===== src/rtl/uart_pkg.sv =====
// rtl/uart_pkg.sv - shared types and constants for the UART transmit path
// Contents: tx_state_t (transmitter FSM states), DEFAULT_CLKS_PER_BIT, UART_DATA_BITS.
package uart_pkg;

   localparam int DEFAULT_CLKS_PER_BIT = 217;
   localparam int UART_DATA_BITS       = 8;

   typedef enum logic [1:0] {
      TX_IDLE,
      TX_START,
      TX_DATA,
      TX_STOP
   } tx_state_t;

endpackage


===== src/rtl/uart_bit_timer.sv =====
// rtl/uart_bit_timer.sv - loadable down-counter marking the last cycle of a bit period
// Ports: clk, rst_n (sync, active-low), load/load_value (start a new period of load_value+1
// cycles), enable (count while high), count (current value), bit_tick (final cycle of period).
module uart_bit_timer #(
   parameter int WIDTH = 8
) (
   input  logic             clk,
   input  logic             rst_n,
   input  logic             load,
   input  logic [WIDTH-1:0] load_value,
   input  logic             enable,
   output logic [WIDTH-1:0] count,
   output logic             bit_tick
);

   // Holds at zero after the final cycle so an un-reloaded timer never wraps mid-bit.
   always_ff @(posedge clk) begin
      if (!rst_n) begin
         count <= '0;
      end else if (load) begin
         count <= load_value;
      end else if (enable && (count != '0)) begin
         count <= count - 1'b1;
      end
   end

   assign bit_tick = enable && (count == '0);

endmodule


===== src/rtl/uart_transmitter.sv =====
// rtl/uart_transmitter.sv - 8N1 UART serialiser with one-byte holding register
// Ports: clk, rst_n (sync, active-low), tx_data_valid/tx_data/tx_ready (byte handshake),
// tx_serial_data (line, idles high), tx_active (frame in progress), tx_done (last stop cycle).
module uart_transmitter
   import uart_pkg::*;
#(
   parameter int CLKS_PER_BIT = DEFAULT_CLKS_PER_BIT,
   parameter int STOP_BITS    = 1
) (
   input  logic       clk,
   input  logic       rst_n,
   input  logic       tx_data_valid,
   input  logic [7:0] tx_data,
   output logic       tx_ready,
   output logic       tx_serial_data,
   output logic       tx_active,
   output logic       tx_done
);

   if (CLKS_PER_BIT < 2) begin : g_bad_clks_per_bit
      $error("uart_transmitter: CLKS_PER_BIT must be >= 2");
   end
   if ((STOP_BITS < 1) || (STOP_BITS > 2)) begin : g_bad_stop_bits
      $error("uart_transmitter: STOP_BITS must be 1 or 2");
   end

   localparam int                CNT_W     = $clog2(CLKS_PER_BIT * STOP_BITS);
   localparam logic [CNT_W-1:0]  BIT_LOAD  = CNT_W'(CLKS_PER_BIT - 1);
   localparam logic [CNT_W-1:0]  STOP_LOAD = CNT_W'(STOP_BITS * CLKS_PER_BIT - 1);
   localparam logic [CNT_W-1:0]  DONE_AT   = CNT_W'(1);
   localparam logic [2:0]        LAST_BIT  = 3'(UART_DATA_BITS - 1);

   tx_state_t        state;
   logic [7:0]       shift_reg;
   logic [7:0]       hold_reg;
   logic             hold_full;
   logic [2:0]       bit_index;
   logic             accept;
   logic             stop_end;
   logic             timer_load;
   logic [CNT_W-1:0] timer_value;
   logic [CNT_W-1:0] timer_count;
   logic             bit_tick;

   // Ready is a pure function of the registered hold flag, so it never depends on valid.
   assign tx_ready = !hold_full;
   assign accept   = tx_data_valid && tx_ready;
   assign stop_end = (state == TX_STOP) && bit_tick;

   // Reload the timer at every bit boundary that leads into another period.
   always_comb begin
      timer_load  = 1'b0;
      timer_value = BIT_LOAD;
      case (state)
         TX_IDLE:  timer_load = accept;
         TX_START: timer_load = bit_tick;
         TX_DATA: begin
            timer_load = bit_tick;
            if (bit_index == LAST_BIT) begin
               timer_value = STOP_LOAD;
            end
         end
         TX_STOP:  timer_load = bit_tick && (hold_full || accept);
         default:  timer_load = 1'b0;
      endcase
   end

   uart_bit_timer #(
      .WIDTH (CNT_W)
   ) u_bit_timer (
      .clk        (clk),
      .rst_n      (rst_n),
      .load       (timer_load),
      .load_value (timer_value),
      .enable     (state != TX_IDLE),
      .count      (timer_count),
      .bit_tick   (bit_tick)
   );

   always_ff @(posedge clk) begin
      if (!rst_n) begin
         state          <= TX_IDLE;
         shift_reg      <= '0;
         hold_reg       <= '0;
         hold_full      <= 1'b0;
         bit_index      <= '0;
         tx_serial_data <= 1'b1;
         tx_active      <= 1'b0;
         tx_done        <= 1'b0;
      end else begin
         // Registered one cycle early so the pulse lands on the final stop cycle.
         tx_done <= (state == TX_STOP) && (timer_count == DONE_AT);

         // Mid-frame bytes park in the holding register; stop_end bytes bypass it.
         if ((state != TX_IDLE) && !stop_end && accept) begin
            hold_reg  <= tx_data;
            hold_full <= 1'b1;
         end

         case (state)
            TX_IDLE: begin
               if (accept) begin
                  shift_reg      <= tx_data;
                  state          <= TX_START;
                  tx_serial_data <= 1'b0;
                  tx_active      <= 1'b1;
               end
            end
            TX_START: begin
               if (bit_tick) begin
                  state          <= TX_DATA;
                  bit_index      <= '0;
                  tx_serial_data <= shift_reg[0];
               end
            end
            TX_DATA: begin
               if (bit_tick) begin
                  if (bit_index == LAST_BIT) begin
                     state          <= TX_STOP;
                     tx_serial_data <= 1'b1;
                  end else begin
                     bit_index      <= bit_index + 3'd1;
                     tx_serial_data <= shift_reg[bit_index + 3'd1];
                  end
               end
            end
            TX_STOP: begin
               if (bit_tick) begin
                  if (hold_full) begin
                     shift_reg      <= hold_reg;
                     hold_full      <= 1'b0;
                     state          <= TX_START;
                     tx_serial_data <= 1'b0;
                  end else if (accept) begin
                     shift_reg      <= tx_data;
                     state          <= TX_START;
                     tx_serial_data <= 1'b0;
                  end else begin
                     state     <= TX_IDLE;
                     tx_active <= 1'b0;
                  end
               end
            end
            default: state <= TX_IDLE;
         endcase
      end
   end

endmodule


===== config.mk =====
export PLATFORM = sky130hd
export DESIGN_NAME = uart_transmitter
export DESIGN_NICKNAME = d
export VERILOG_FILES = /design/src/rtl/uart_pkg.sv /design/src/rtl/uart_bit_timer.sv /design/src/rtl/uart_transmitter.sv
export SDC_FILE = /design/constraint.sdc
export NUM_CORES = 1
export LEC_CHECK = 0
export CAP_MARGIN = 20
export CELL_PAD_IN_SITES_DETAIL_PLACEMENT = 1
export CELL_PAD_IN_SITES_GLOBAL_PLACEMENT = 1
export CORE_MARGIN = 2
export CORE_UTILIZATION = 35
export DETAILED_ROUTE_END_ITERATION = 8
export PLACE_DENSITY_LB_ADDON = 0.1
export SLEW_MARGIN = 25
export SYNTH_ARGS = -nofsm -noshare
export SYNTH_HDL_FRONTEND = slang
export SYNTH_SLANG_ARGS = --single-unit

===== constraint.sdc =====
create_clock -name clk -period 2.54 [get_ports clk]
set_input_delay 0.254 -clock clk [delete_from_list [all_inputs] [get_ports clk]]
set_output_delay 0.254 -clock clk [all_outputs]
set_load 0.03 [all_outputs]

### Yosys cells after proc, flatten, opt, wreduce, memory -nomap -nowiden

Index checks and enable logic that the tools add are counted.
W data, S select, Z words.

| storage, ports and cells | value |
|---|---|
| input bits | 11 |
| word-level logic and storage cells | 89 |
| output and inout bits | 4 |
| register bits | 33 |

| cells by class | value |
|---|---|
| muxes and demuxes | 37 |
| add/sub/neg operators | 2 |
| reductions and logical operators | 25 |
| equality and inequality tests | 13 |
| magnitude comparators | 1 |
| bitwise gates (word level) | 1 |

Operator list:

| operator | number |
|---|---|
| $mux W8 | 5 |
| $mux W1 | 17 |
| $ne A2 B2 Y1 const B | 8 |
| $pmux W8 S2 | 1 |
| $mux W2 | 5 |
| $reduce_and A5 Y1 | 2 |
| $mux W3 | 3 |
| $eq A8 B1 Y1 const B | 1 |
| $logic_and A1 B1 Y1 | 8 |
| $logic_not A8 Y1 | 1 |
| $pmux W2 S4 | 1 |
| $reduce_bool A2 Y1 | 4 |
| $reduce_bool A8 Y1 | 1 |
| $sub A8 B1 Y8 const B | 1 |
| $pmux W3 S2 | 1 |
| $eq A2 B2 Y1 const B | 2 |
| $lt A3 B4 Y1 const B | 1 |
| $pmux W1 S4 | 1 |
| $reduce_and A4 Y1 | 1 |
| $reduce_or A2 Y1 | 2 |
| $add A3 B1 Y3 const B | 1 |
| $bmux W1 S3 | 1 |
| $eq A3 B3 Y1 const B | 1 |
| $pmux W1 S3 | 1 |
| 8 further kinds | 9 |

### Longest topological paths before layout

| depth | value |
|---|---|
| depth after elaboration | 10 |
| mapped depth | 7 |
| mapped depth without buffers | 6 |

### Cells and area by module

Synthesis repeated with hierarchy kept, for this count alone.

| unflattened totals | value |
|---|---|
| cell total of the unflattened synthesis | 221 |
| area, all modules | 1891.8 µm² |

Modules (own cells, without submodules):

| module | seq. area each (µm²) | area an instance (µm²) | instances | cells an instance |
|---|---|---|---|---|
| uart_transmitter | 500.5 | 1373.8 | 1 | 157 |
| uart_bit_timer | 160.2 | 518.0 | 1 | 64 |

### Worst setup path after synthesis

Ideal clock, no wire load.

| timing path | value |
|---|---|
| path kind | reg2reg |
| start point | reg bit_index[0] |
| end point | reg tx_serial_data |
| arrival time | 1.906 ns |
| library setup time | 0.132 ns |
| path slack | 0.502 ns |
| path buffers | 0 |
| data required time | 2.408 ns |
| stages on the path, launching flop included | 7 |
| period minus slack after synthesis | 2.038 ns |
| path through | dfxtp_1 ha_1 ha_1 mux2_2 mux4_2 o2111ai_1 nand3_1 |

| between the ends | value |
|---|---|
| word-level cells in the longest chain between the ends | 6 |
| elaborated cells between the ends (all ways) | 7 |
| those cells by class | 1 x add/sub; 1 x eq/ne; 5 x mux |

RTL lines:

| what | RTL line | RTL |
|---|---|---|
| start: declaration | uart_transmitter.sv:37 | `logic [2:0] bit_index;` |
| start signal: assignment | uart_transmitter.sv:122 | `bit_index <= bit_index + 3'd1;` |
| $add A3 B1 Y3 | uart_transmitter.sv:123 | `tx_serial_data <= shift_reg[bit_index + 3'd1];` |
| $bmux W1 S3 | uart_transmitter.sv:123 |  |
| $mux W1 (implied by the code) | uart_transmitter.sv:123 |  |
| $mux W1 * | uart_transmitter.sv:118 | `if (bit_index == LAST_BIT) begin` |
| $mux W1 * | uart_transmitter.sv:117 | `if (bit_tick) begin` |
| $pmux W1 S4 * | uart_transmitter.sv:100 | `case (state)` |
| end signal: assignment | uart_transmitter.sv:113 | `tx_serial_data <= shift_reg[0];` |
| end signal: assignment | uart_transmitter.sv:123 |  |
| end: declaration | uart_transmitter.sv:15 | `output logic tx_serial_data,` |

Every way passes the cells marked *; elsewhere a longest branch is shown, timed or not. The select of a mux whose other input is x is not followed.
A chain may end at the register's enable or synchronous reset.

### Worst setup path after layout

| timing path | value |
|---|---|
| start point | reg hold_full |
| end point | out tx_ready |

| between the ends | value |
|---|---|
| word-level cells in the longest chain between the ends | 1 |

RTL lines:

| what | RTL line | RTL |
|---|---|---|
| start: declaration | uart_transmitter.sv:36 | `logic hold_full;` |
| start signal: assignment | uart_transmitter.sv:85 | `hold_full <= 1'b0;` |
| start signal: assignment | uart_transmitter.sv:97 | `hold_full <= 1'b1;` |
| start signal: assignment | uart_transmitter.sv:131 | `hold_full <= 1'b0;` |
| $logic_not A1 Y1 | uart_transmitter.sv:46 | `assign tx_ready = !hold_full;` |
| end: declaration | uart_transmitter.sv:14 | `output logic tx_ready,` |

Every way passes these cells.

==> flow_summary.json <==
{
  "status": "completed",
  "ys_top_cells_by_count": "dfxtp_1, nor3b_1, nor2_1",
  "largest_fanout_of_any_net_on_the_critical_path": 14,
  "finalHoldViolCount": 0,
  "final_period_minus_worst_setup_slack_ps": 2180,
  "ctsHtreeMaxLevel": 2,
  "worst_r2r_startpoint": "bit_index[0]",
  "worstPathArrival_ps": 1930,
  "timing.slew.headroom": 0.537,
  "antenna_found_initial": 0,
  "holdBufCountCts": 0,
  "floorplan.io_pins": 15,
  "power_leakage_nw": 0.861,
  "grt_util_all_layers": 0.175,
  "timing.setup.tns_ps": 0,
  "die_h_um": 77.1,
  "grt_pass1_wl_um": 8200,
  "cts-root-buf": "clkbuf_8",
  "netlist.top_cell.by_area": "dfxtp_1",
  "vdd_ir_drop_max_mv": 0.404,
  "timing.critical_path.required_ps": 2290,
  "core-area_um2": 5140,
  "crit_path_end_kind": "primary output",
  "worstHoldStart": "bit_index[1]",
  "clock_insertion_delay_worst_skew_ps": 280,
  "edff_count_synth": 0,
  "routed_vias": 1560,
  "drt_iter0_markers": 84,
  "globalRoute.busiestLayer": "met2",
  "wl_um": 4780,
  "drt.antenna.violating_nets": 0,
  "numClockSinks": 33,
  "groute.layer.met1.usage": 0.197,
  "synth.top_cells.by_area": "dfxtp_1, nor3b_1, ha_1",
  "drive_above_1_share": 0.133,
  "diodes": 0,
  "number_of_buffers_inserted_by_port_buffering": 14,
  "fin_crit_sh": 0.860,
  "drt_first_pass_iters": 4,
  "globalRoute.totalOverflow": 0,
  "report.final.setup_viol": 0,
  "synthesis.instances": 198,
  "ff2ff_setup_slack_ps": 370,
  "cts_inserted_buffers": 5,
  "finish.utilization": 0.429,
  "die_w_um": 77.1,
  "worst-r2r-cell-count": 6,
  "synth-async-reset-ratio": 0,
  "dp_hpwl_um": 3680,
  "max_slew.worst_pin.slew_ps": 694,
  "gp_routability_congestion": 0.859,
  "total_setup_buffers_inserted_after_cts": 0,
  "timing.max_cap.violations": 0,
  "synth.distinct_cells": 53,
  "routed_via_density": 5.42,
  "tritoncts": "yes",
  "grt_met3_usage": 0.0341,
  "slew_viol_final": 0,
  "ys_seq_area_frac": 0.353,
  "initial_cell_density_of_the_core": 0.364,
  "cts.reportedPaths.clkPinSlew_ps": 70,
  "synth_flop_cell": "dfxtp_1",
  "layout-area-overhead-vs-synth_pct": 18.1,
  "start_kind": "register",
  "synth.most_common_cell": "dfxtp_1",
  "cts-resized-gates": 0,
  "avgRoutedWirePerCell_um": 16.6,
  "power.density_nw_per_um2": 1250,
  "buffers_from_clock_root_to_sink_at_most": 2,
  "achievable-frequency_mhz": 458,
  "regToRegEndpoint": "tx_serial_data",
  "die_area_um2": 5940,
  "postSynthRegisterBits": 33,
  "floorplan.rows": 26,
  "use_met2": 0.327,
  "worst_setup_path_startpoint": "hold_full",
  "finClkSkew_ps": 6.01,
  "fin_nets": 237,
  "drc_errors": 0,
  "synth_top_area_frac": 0.353,
  "timing.hold.worst.class": "reg2reg",
  "synthesis.yosys.warnings": 0,
  "rsz0062_at_grt": "no",
  "largest_net_degree_at_the_start_of_global_routing": 16,
  "syn_nets": 218,
  "critPathCapture": "tx_ready",
  "kind_of_critical_path": "reg2out",
  "avgSynthCellArea_um2": 9.44,
  "via_count_of_the_first_global_routing_pass": 1662,
  "mappedNetlistArea_um2": 1870
}
==> worst max-delay path, cell delays in order, from the launching register on <==
cell and delay [ps]:
dfxtp_1 620, inv_1 330, clkdlybuf4s50_1 700
==> cells in the final DEF, fill, tap and decap left out, drive strengths merged, types with 3 or more instances in the layout <==
cell,instances
xnor2,4
dfxtp,33
o211a,8
nor2b,4
mux2i,11
ha,9
clkbuf,7
o21ai,12
inv,7
mux2,4
nand2,8
clkdlybuf4s50,14
a311oi,3
nor2,17
nand3,3
a211oi,3
buf,7
a21oi,12
nor3b,17
or2,4
==> cells by family (layout without fill, tap and decap cells) <==
family | after synthesis | after routing | synth area share
compound gates | 50 | 50 | 0.212
fa+ha+maj | 9 | 9 | 0.0602
mux | 16 | 16 | 0.0950
simple gates | 69 | 69 | 0.222
xor+xnor | 4 | 4 | 0.0187
flops | 33 | 33 | 0.353
buf+inv | 17 | 37 | 0.0395
==> stage by stage <==
step | worst slack (ps) | power (mW) | hold WS [ps] | std cells | cell area, um2
final | 357 | 2.76 | 469 | 288 | 2210
after global routing | 256 | 2.99 | 501 | 288 | 2210
after CTS | 359 | 2.79 | 474 | 288 | 2210
after detailed placement | 363 | 2.34 | 466 | 280 | 2110
after global placement | 452 | 2.28 | 452 | 280 | 2110
after floorplan | 502 | 1.94 | 398 | 198 | 1870
==> worst min path at each step <==
stage,to,cells after the start,slack [ps]
after floorplan,tx_active,2,400
after global placement,bit_index[1],2,450
after detailed placement,bit_index[1],2,470
after CTS,bit_index[1],2,470
after global routing,bit_index[1],2,500
final,bit_index[1],2,470
==> area by class of cell <==
cell class                 instances  area (um2)
clock buffer                       7        96.3
sequential                        33         661
multi-input combinational        148        1130
inverter                           8        30.0
clock inverter                     1        5.00
fill                             630        2930
tap                               70        87.6
timing repair buffer              21         193
==> metal layers <==
layer  up-vias  wire length (um)  share of wire
met5         -                 0              0
met4         0                47         0.0098
met3         4               103          0.022
met2        14              2560           0.54
met1       774              2070           0.43
li1        768                 -              -
==> where the power goes <==
part	leakage, nW	switching, mW	internal [mW]
clock network	0.0542	0.194	0.245
logic	0.536	0.836	0.638
registers	0.271	0.163	0.681
total	0.861	1.19	1.56
No activity file was read; power rests on OpenSTA's default activity.
